--- config.mk ---
export PLATFORM = sky130hd
export DESIGN_NAME = alu_div_seq_flat
export DESIGN_NICKNAME = d
export VERILOG_FILES = /design/src/rtl/alu_div_seq_if.sv /design/src/rtl/alu_div_seq.sv /design/src/flat_wrapper.sv
export SDC_FILE = /design/constraint.sdc
export NUM_CORES = 1
export LEC_CHECK = 0
export ABC_AREA = 1
export CAP_MARGIN = 20
export CELL_PAD_IN_SITES_DETAIL_PLACEMENT = 0
export CELL_PAD_IN_SITES_GLOBAL_PLACEMENT = 1
export CORE_MARGIN = 4
export CORE_UTILIZATION = 34
export DETAILED_ROUTE_END_ITERATION = 8
export MAX_ROUTING_LAYER = met4
export PLACE_DENSITY_LB_ADDON = 0.2
export SLEW_MARGIN = 20
export SYNTH_ARGS = -nofsm -noshare
export SYNTH_HDL_FRONTEND = slang
export SYNTH_SLANG_ARGS = --single-unit
--- constraint.sdc ---
create_clock -name clk_i -period 2.67 [get_ports clk_i]
set_input_delay 0.4005 -clock clk_i [delete_from_list [all_inputs] [get_ports clk_i]]
set_output_delay 0.4005 -clock clk_i [all_outputs]
set_load 0.1 [all_outputs]
--- src/rtl/alu_div_seq_if.sv ---
// Bundle between alu_div_seq, the issue stage and the ALU.
// master: issue stage plus ALU side (drives requests, host ops and ALU results).
// slave:  the divide sequencer.
interface alu_div_seq_if;
  // Divide request and result
  logic        start;
  logic        signed_op;
  logic [31:0] dividend;
  logic [31:0] divisor;
  logic        busy;
  logic        done;
  logic        div0;
  logic [31:0] quotient;
  logic [31:0] remainder;
  // Host pass-through request
  logic [3:0]  host_inst;
  logic [31:0] host_a;
  logic [31:0] host_b;
  logic        host_ci;
  logic        host_gnt;
  // ALU port
  logic [3:0]  alu_inst;
  logic [31:0] alu_a;
  logic [31:0] alu_b;
  logic        alu_ci;
  logic        alu_first;
  logic [31:0] alu_z;
  logic [3:0]  alu_flags;

  modport master (
    output start, signed_op, dividend, divisor,
    output host_inst, host_a, host_b, host_ci,
    output alu_z, alu_flags,
    input  busy, done, div0, quotient, remainder, host_gnt,
    input  alu_inst, alu_a, alu_b, alu_ci, alu_first
  );

  modport slave (
    input  start, signed_op, dividend, divisor,
    input  host_inst, host_a, host_b, host_ci,
    input  alu_z, alu_flags,
    output busy, done, div0, quotient, remainder, host_gnt,
    output alu_inst, alu_a, alu_b, alu_ci, alu_first
  );
endinterface

--- src/rtl/alu_div_seq.sv ---
// Multi-cycle restoring divide sequencer in front of the 32-bit ALU.
// Each of the 32 steps borrows the ALU subtract; when idle the ALU is handed to the host.
// Optional signed support is compiled in with `define ALU_DIV_SIGNED_EN.
module alu_div_seq #(
  parameter logic [3:0] SubInst = 4'h3
) (
  input logic          clk_i,
  input logic          rst_ni,
  alu_div_seq_if.slave bus
);

  localparam int unsigned Steps   = 32;
  localparam logic [4:0]  LastCnt = 5'(Steps - 1);

  localparam logic [1:0] StIdle   = 2'd0;
  localparam logic [1:0] StStep   = 2'd1;
`ifdef ALU_DIV_SIGNED_EN
  localparam logic [1:0] StFixIn  = 2'd2;
  localparam logic [1:0] StFixOut = 2'd3;
`endif

  logic [1:0]  state_q, state_d;
  logic [31:0] q_q, q_d;
  logic [31:0] r_q, r_d;
  logic [31:0] dvs_q, dvs_d;
  logic [4:0]  cnt_q, cnt_d;
  logic [31:0] quot_q, quot_d;
  logic [31:0] rem_q, rem_d;
  logic        done_q, done_d;
  logic        div0_q, div0_d;

`ifdef ALU_DIV_SIGNED_EN
  logic fix_q, fix_d;
  logic neg_quot_q, neg_quot_d;
  logic neg_rem_q, neg_rem_d;
`else
  logic unused_signed;
  assign unused_signed = bus.signed_op;
`endif

  logic [31:0] shift_r;
  logic        ok;
  logic        unused_flags;

  // Partial remainder shifted left with the next dividend bit. If r[31] was set the
  // true value is 33 bits and always >= divisor; ALU_Z is still correct mod 2^32.
  assign shift_r      = {r_q[30:0], q_q[31]};
  assign ok           = bus.alu_flags[1] | r_q[31];
  assign unused_flags = ^{bus.alu_flags[3:2], bus.alu_flags[0]};

  // Next-state logic for the sequencer and result registers
  always_comb begin
    state_d = state_q;
    q_d     = q_q;
    r_d     = r_q;
    dvs_d   = dvs_q;
    cnt_d   = cnt_q;
    quot_d  = quot_q;
    rem_d   = rem_q;
    done_d  = 1'b0;
    div0_d  = 1'b0;
`ifdef ALU_DIV_SIGNED_EN
    fix_d      = fix_q;
    neg_quot_d = neg_quot_q;
    neg_rem_d  = neg_rem_q;
`endif
    case (state_q)
      StIdle: begin
        if (bus.start) begin
          if (bus.divisor == '0) begin
            // Divide by zero resolves immediately, no steps
            quot_d = '1;
            rem_d  = bus.dividend;
            done_d = 1'b1;
            div0_d = 1'b1;
          end else begin
            q_d     = bus.dividend;
            r_d     = '0;
            dvs_d   = bus.divisor;
            cnt_d   = '0;
            state_d = StStep;
`ifdef ALU_DIV_SIGNED_EN
            fix_d = bus.signed_op;
            if (bus.signed_op) state_d = StFixIn;
`endif
          end
        end
      end
      StStep: begin
        r_d   = ok ? bus.alu_z : shift_r;
        q_d   = {q_q[30:0], ok};
        cnt_d = cnt_q + 5'd1;
        if (cnt_q == LastCnt) begin
          state_d = StIdle;
          quot_d  = q_d;
          rem_d   = r_d;
          done_d  = 1'b1;
`ifdef ALU_DIV_SIGNED_EN
          if (fix_q) begin
            state_d = StFixOut;
            quot_d  = quot_q;
            rem_d   = rem_q;
            done_d  = 1'b0;
          end
`endif
        end
      end
`ifdef ALU_DIV_SIGNED_EN
      StFixIn: begin
        // Divide magnitudes; 0x80000000 stays 0x80000000, which is its magnitude unsigned
        q_d        = q_q[31] ? -q_q : q_q;
        dvs_d      = dvs_q[31] ? -dvs_q : dvs_q;
        neg_quot_d = q_q[31] ^ dvs_q[31];
        neg_rem_d  = q_q[31];
        state_d    = StStep;
      end
      StFixOut: begin
        quot_d  = neg_quot_q ? -q_q : q_q;
        rem_d   = neg_rem_q ? -r_q : r_q;
        done_d  = 1'b1;
        state_d = StIdle;
      end
`endif
      default: state_d = StIdle;
    endcase
  end

  // State and datapath registers
  always_ff @(posedge clk_i or negedge rst_ni) begin
    if (!rst_ni) begin
      state_q <= StIdle;
      q_q     <= '0;
      r_q     <= '0;
      dvs_q   <= '0;
      cnt_q   <= '0;
      quot_q  <= '0;
      rem_q   <= '0;
      done_q  <= 1'b0;
      div0_q  <= 1'b0;
    end else begin
      state_q <= state_d;
      q_q     <= q_d;
      r_q     <= r_d;
      dvs_q   <= dvs_d;
      cnt_q   <= cnt_d;
      quot_q  <= quot_d;
      rem_q   <= rem_d;
      done_q  <= done_d;
      div0_q  <= div0_d;
    end
  end

`ifdef ALU_DIV_SIGNED_EN
  // Sign bookkeeping for the signed build
  always_ff @(posedge clk_i or negedge rst_ni) begin
    if (!rst_ni) begin
      fix_q      <= 1'b0;
      neg_quot_q <= 1'b0;
      neg_rem_q  <= 1'b0;
    end else begin
      fix_q      <= fix_d;
      neg_quot_q <= neg_quot_d;
      neg_rem_q  <= neg_rem_d;
    end
  end
`endif

  // ALU mux: host pass-through when idle, divide step otherwise; START beats the host
  always_comb begin
    if (state_q == StIdle) begin
      bus.alu_inst = bus.host_inst;
      bus.alu_a    = bus.host_a;
      bus.alu_b    = bus.host_b;
      bus.alu_ci   = bus.host_ci;
      bus.host_gnt = ~bus.start;
    end else begin
      bus.alu_inst = SubInst;
      bus.alu_a    = shift_r;
      bus.alu_b    = dvs_q;
      bus.alu_ci   = 1'b1;
      bus.host_gnt = 1'b0;
    end
    bus.alu_first = 1'b1;
  end

  assign bus.busy      = (state_q != StIdle);
  assign bus.done      = done_q;
  assign bus.div0      = div0_q;
  assign bus.quotient  = quot_q;
  assign bus.remainder = rem_q;

endmodule

--- src/flat_wrapper.sv ---
// flat-port wrapper written by rule: the top's interface ports become plain ports
module alu_div_seq_flat 
#(
  parameter logic [3:0] SubInst = 4'h3
)
  (clk_i, rst_ni, bus_start, bus_signed_op, bus_dividend, bus_divisor, bus_host_inst, bus_host_a, bus_host_b, bus_host_ci, bus_alu_z, bus_alu_flags, bus_busy, bus_done, bus_div0, bus_quotient, bus_remainder, bus_host_gnt, bus_alu_inst, bus_alu_a, bus_alu_b, bus_alu_ci, bus_alu_first);
  alu_div_seq_if bus_i ();
  input logic clk_i;
  input logic rst_ni;
  input wire logic [$bits(bus_i.start)-1:0] bus_start;
  input wire logic [$bits(bus_i.signed_op)-1:0] bus_signed_op;
  input wire logic [$bits(bus_i.dividend)-1:0] bus_dividend;
  input wire logic [$bits(bus_i.divisor)-1:0] bus_divisor;
  input wire logic [$bits(bus_i.host_inst)-1:0] bus_host_inst;
  input wire logic [$bits(bus_i.host_a)-1:0] bus_host_a;
  input wire logic [$bits(bus_i.host_b)-1:0] bus_host_b;
  input wire logic [$bits(bus_i.host_ci)-1:0] bus_host_ci;
  input wire logic [$bits(bus_i.alu_z)-1:0] bus_alu_z;
  input wire logic [$bits(bus_i.alu_flags)-1:0] bus_alu_flags;
  output wire logic [$bits(bus_i.busy)-1:0] bus_busy;
  output wire logic [$bits(bus_i.done)-1:0] bus_done;
  output wire logic [$bits(bus_i.div0)-1:0] bus_div0;
  output wire logic [$bits(bus_i.quotient)-1:0] bus_quotient;
  output wire logic [$bits(bus_i.remainder)-1:0] bus_remainder;
  output wire logic [$bits(bus_i.host_gnt)-1:0] bus_host_gnt;
  output wire logic [$bits(bus_i.alu_inst)-1:0] bus_alu_inst;
  output wire logic [$bits(bus_i.alu_a)-1:0] bus_alu_a;
  output wire logic [$bits(bus_i.alu_b)-1:0] bus_alu_b;
  output wire logic [$bits(bus_i.alu_ci)-1:0] bus_alu_ci;
  output wire logic [$bits(bus_i.alu_first)-1:0] bus_alu_first;
  assign bus_i.start = bus_start;
  assign bus_i.signed_op = bus_signed_op;
  assign bus_i.dividend = bus_dividend;
  assign bus_i.divisor = bus_divisor;
  assign bus_i.host_inst = bus_host_inst;
  assign bus_i.host_a = bus_host_a;
  assign bus_i.host_b = bus_host_b;
  assign bus_i.host_ci = bus_host_ci;
  assign bus_i.alu_z = bus_alu_z;
  assign bus_i.alu_flags = bus_alu_flags;
  assign bus_busy = bus_i.busy;
  assign bus_done = bus_i.done;
  assign bus_div0 = bus_i.div0;
  assign bus_quotient = bus_i.quotient;
  assign bus_remainder = bus_i.remainder;
  assign bus_host_gnt = bus_i.host_gnt;
  assign bus_alu_inst = bus_i.alu_inst;
  assign bus_alu_a = bus_i.alu_a;
  assign bus_alu_b = bus_i.alu_b;
  assign bus_alu_ci = bus_i.alu_ci;
  assign bus_alu_first = bus_i.alu_first;
  alu_div_seq #(.SubInst(SubInst)) u_core (.clk_i(clk_i), .rst_ni(rst_ni), .bus(bus_i));
endmodule
==> results.md <==
- The flow ran to the end, and the final reports show no timing, DRC or antenna violations.
- In this run, CTS created clock tree buffers numbering 17.
- The remaining design rule violation count is 0.
- The type of the most critical hold path is register to register.
- The largest single stage delay on the critical path is between 0.6 and 0.7 ns.
- sky130_fd_sc_hd__dfrtp_1 takes more of the synthesized area than any other cell.
- For flop-to-flop paths, the worst setup slack is 0.42 ns.
- In this run the vertical extent of the chip is approximately 170 um.
- The remaining antenna violation count after routing is 0.
- The number of max-slew violations in the final report came to 0.
- The global router's overall resource usage is 21.7%.
- The clock passes through at most 2 buffers.
- For the pin with the worst max-slew slack, the measured transition is roughly 0.9 ns.
- Clock-pin slew was measured on the worst setup and hold paths at 0.07 ns.
- For the worst setup path, the data arrival time is 2.14 ns.
- The count of final hold-check violations is 0.
- In this run the tightest slew margin relative to its limit is about two fifths.
- The first global-routing pass estimated ~45 mm of wire.
- The detailed router placed 8,417 vias in this run.
- TritonCTS built the clock tree.
- After global routing the overflow that remains totals 0.
- The average instance area after synthesis is 7.31 um^2.
- Sorting the synthesized cells by how often they occur yields sky130_fd_sc_hd__nand2_1, sky130_fd_sc_hd__dfrtp_1, sky130_fd_sc_hd__nand3_1.
- The number of setup buffers added after CTS is 0.
- The number of hold buffers added after CTS was 1.
- For the worst flop-to-flop path, the logic depth is 6.
- The endpoint identified for the worst register-to-register timing path is u_core.bus.remainder[24]$_DFFE_PN0P_.
- Traced cell by cell, the critical path runs through buf_4, nand2_1, nand2_2, buf_12.
- 311 I/O pins were placed.
- The total die area is 27,400 um^2.
- The cell with the largest stage delay on the worst path is sky130_fd_sc_hd__dfrtp_4.
- The most frequently used flop master after synthesis is sky130_fd_sc_hd__dfrtp_1.
- The count of nets after finishing is 1,597.
- The setup violation total in the final timing report is 0.
- The fmax is between 300 and 400 MHz.
- The tree built by TritonCTS fans out to 168 sinks.
- The clock reaches the later pin of the worst-skew pair after 0.44 ns.
- The cell count after synthesis came out at 1,152.
- The number of stages on the worst hold path is 2.
- The placed instances occupy a cell area of 12,500 um^2.
- Entering global routing, the biggest net connects 66 pins.
- The area share of the largest cell type after synthesis is 49.9%.
- Yosys printed 0 warnings.
- At the end of the flow the core is filled with cells to between 50% and 60%.
- Using the TritonRoute via totals, the vias-per-cell ratio works out to 4.78.
- The part of the Yosys area used for sequential elements is 49.9%.
- Summed over all failing endpoints, the final setup total negative slack is 0 ns.
- The sort of element at the start of the critical path is a register.
- After detailed routing, the average wire length per cell comes to 16.3 um.
- The dominant delay contributor by cell family on the critical path is buffers and inverters.
- The final RePlAce weighted congestion is ~0.83.
- The startpoint identified for the worst register-to-register timing path is u_core.state_q[0]$_DFFE_PN0P_.
- The clock tree root buffer cell is sky130_fd_sc_hd__clkbuf_16.
- Setup repair after global routing left no endpoint under its margin.
- Post-CTS repair changed the size of 0 cells.
- The number of antenna violations at the first check in global routing is 0.
- After synthesis, the share of flip-flops with an asynchronous set or reset is 100%.
- Sorting the synthesized cells by area gives the leading types as sky130_fd_sc_hd__dfrtp_1, sky130_fd_sc_hd__nand2_1, sky130_fd_sc_hd__nand3_1, sky130_fd_sc_hd__a22oi_1, sky130_fd_sc_hd__o21ai_0.
- Measured along the x axis, the die boundary spans roughly 170 um.
- The finished cells cover 13,100 um^2.
- The required arrival time at the worst endpoint is 2.27 ns.
- Counting flops with a built-in enable in the synthesized netlist gives 0.
- Relative to the synthesized area, the layout overhead comes to 55.4%.
- The max-capacitance violation count is 0.
- Wires add up to 28.7 mm.
- The detailed router's first-iteration violation count is 479.
- Row generation in the floorplan step produced 57 rows.
- For this configuration, the core starts out at a cell density of between 30 and 40%.
- The path with the worst hold slack has its endpoint at u_core.q_q[30]$_DFFE_PN0P_.
- The via count of the first global-routing pass is approximately 8,400.
- The final worst-path cycle share is 95.3%.
- The buffer and inverter count on the worst path is 2.
- The area of the core region is 24,300 um^2.
- The number of levels the H-tree was split into is 4.
- The critical path is of the register to output port type.
- Subtracting the final worst setup slack from the clock period gives 2.54 ns.
- In the post-synthesis netlist, the cell with the most instances is sky130_fd_sc_hd__nand2_1.
- For this run, the detailed router's first-pass iteration total came to 5.
- The capturing element type of the critical path is an output port.
- The synthesized area is between 8000 and 9000 um^2.
- The number of nets handed over by synthesis was 1,327.
- The count of distinct cell types in the synthesized netlist is 25.
- Summed over all nets, the half-perimeter wirelength after detailed placement is 20.0 mm.
- The flip-flop and latch count after synthesis is 168.
- Across the routed clock network, the largest skew measured is 0.0161 ns.
- Cells with a size suffix above 1 make up 19.7% of the layout.
- Along the worst path, the maximum fanout reaches 45.
- Buffers placed on the I/O ports in this run total between 300 and 400.
- In this run the most critical hold path is launched from u_core.q_q[30]$_DFFE_PN0P_.
==> per-layer routing <==
metal  part of all wire (%)  track usage [%]  vias up
li1                       -                -     4173
met4                   0.89             4.76        0
met2                     48             34.4      252
met5                      0                -        -
met3                    6.5             4.86       17
met1                     45             28.7     3975
==> cells in the final DEF, fill, tap and decap left out, types with 2 or more instances in the layout <==
cell / instances
sky130_fd_sc_hd__o21ai_0: 42
sky130_fd_sc_hd__a22oi_1: 32
sky130_fd_sc_hd__nand2_1: 544
sky130_fd_sc_hd__nand2_2: 69
sky130_fd_sc_hd__ha_1: 2
sky130_fd_sc_hd__inv_8: 4
sky130_fd_sc_hd__nand3_1: 128
sky130_fd_sc_hd__buf_4: 80
sky130_fd_sc_hd__inv_6: 3
sky130_fd_sc_hd__a21oi_1: 2
sky130_fd_sc_hd__nor2_2: 3
sky130_fd_sc_hd__inv_1: 39
sky130_fd_sc_hd__clkinvlp_4: 4
sky130_fd_sc_hd__nor2_1: 21
sky130_fd_sc_hd__nor2_4: 4
sky130_fd_sc_hd__or2_2: 13
sky130_fd_sc_hd__dfrtp_1: 167
sky130_fd_sc_hd__clkdlybuf4s50_1: 167
sky130_fd_sc_hd__buf_12: 79
sky130_fd_sc_hd__clkbuf_16: 17
==> worst max path at each step <==
stage / slack, ns / cells after the start / to / from
after floorplan: 0.17 / 4 / bus_alu_inst[2] / u_core.state_q[0]$_DFFE_PN0P_
after global placement: 0.40 / 7 / u_core.bus.remainder[0]$_DFFE_PN0P_ / bus_alu_flags[1]
after detailed placement: 0.40 / 7 / u_core.bus.remainder[24]$_DFFE_PN0P_ / bus_alu_flags[1]
after CTS: 0.11 / 4 / bus_alu_a[2] / u_core.state_q[0]$_DFFE_PN0P_
after global routing: 0.02 / 4 / bus_alu_a[1] / u_core.state_q[0]$_DFFE_PN0P_
final: 0.13 / 4 / bus_alu_a[1] / u_core.state_q[0]$_DFFE_PN0P_
==> logic make-up after synthesis <==
| group | count (synthesis) | synth area share (%) |
|---|---|---|
| fa+ha+maj | 2 | 0.297 |
| simple gates | 784 | 37.5 |
| xor+xnor | 1 | 0.104 |
| flops | 168 | 49.9 |
| other cells | 1 | 0.0445 |
| buf+inv | 118 | 6.52 |
| compound gates | 78 | 5.61 |
==> final cells by class <==
class	instances	area (um^2)
fill	2357	11200
sequential	168	4210
timing repair buffer	328	3870
multi-input combinational	866	3860
clock buffer	18	429
tap	324	405
clock inverter	14	156
inverter	41	156
antenna	1	2.50
==> registers in the layout, summed over array words and instances, names as in the netlist <==
name                  flops
u_core.bus.div0           1
u_core.bus.done           1
u_core.bus.quotient      32
u_core.bus.remainder     32
u_core.cnt_q              5
u_core.dvs_q             32
u_core.q_q               32
u_core.r_q               32
u_core.state_q            1
==> metrics by stage <==
| stage | std cells | setup slack (ns) | hold slack, ns |
|---|---|---|---|
| 6_report | 1760 | 0.126 | 0.469 |
| 5_1_grt | 1759 | 0.0156 | 0.488 |
| 4_1_cts | 1759 | 0.110 | 0.475 |
| 3_5_place_dp | 1726 | 0.401 | 0.430 |
| 3_3_place_gp | 1726 | 0.400 | 0.430 |
| 2_1_floorplan | 1152 | 0.165 | 0.105 |
==> tightest hold or removal path: cells and delay by family (launching register included) <==
kind	cells	cell delay (ns)
DFF	1	0.34
and+or+nand+nor	2	0.10
Power is left out: the tool's default activity adds up to more than one toggle a clock period on the data nets, which glitch-free logic cannot reach.
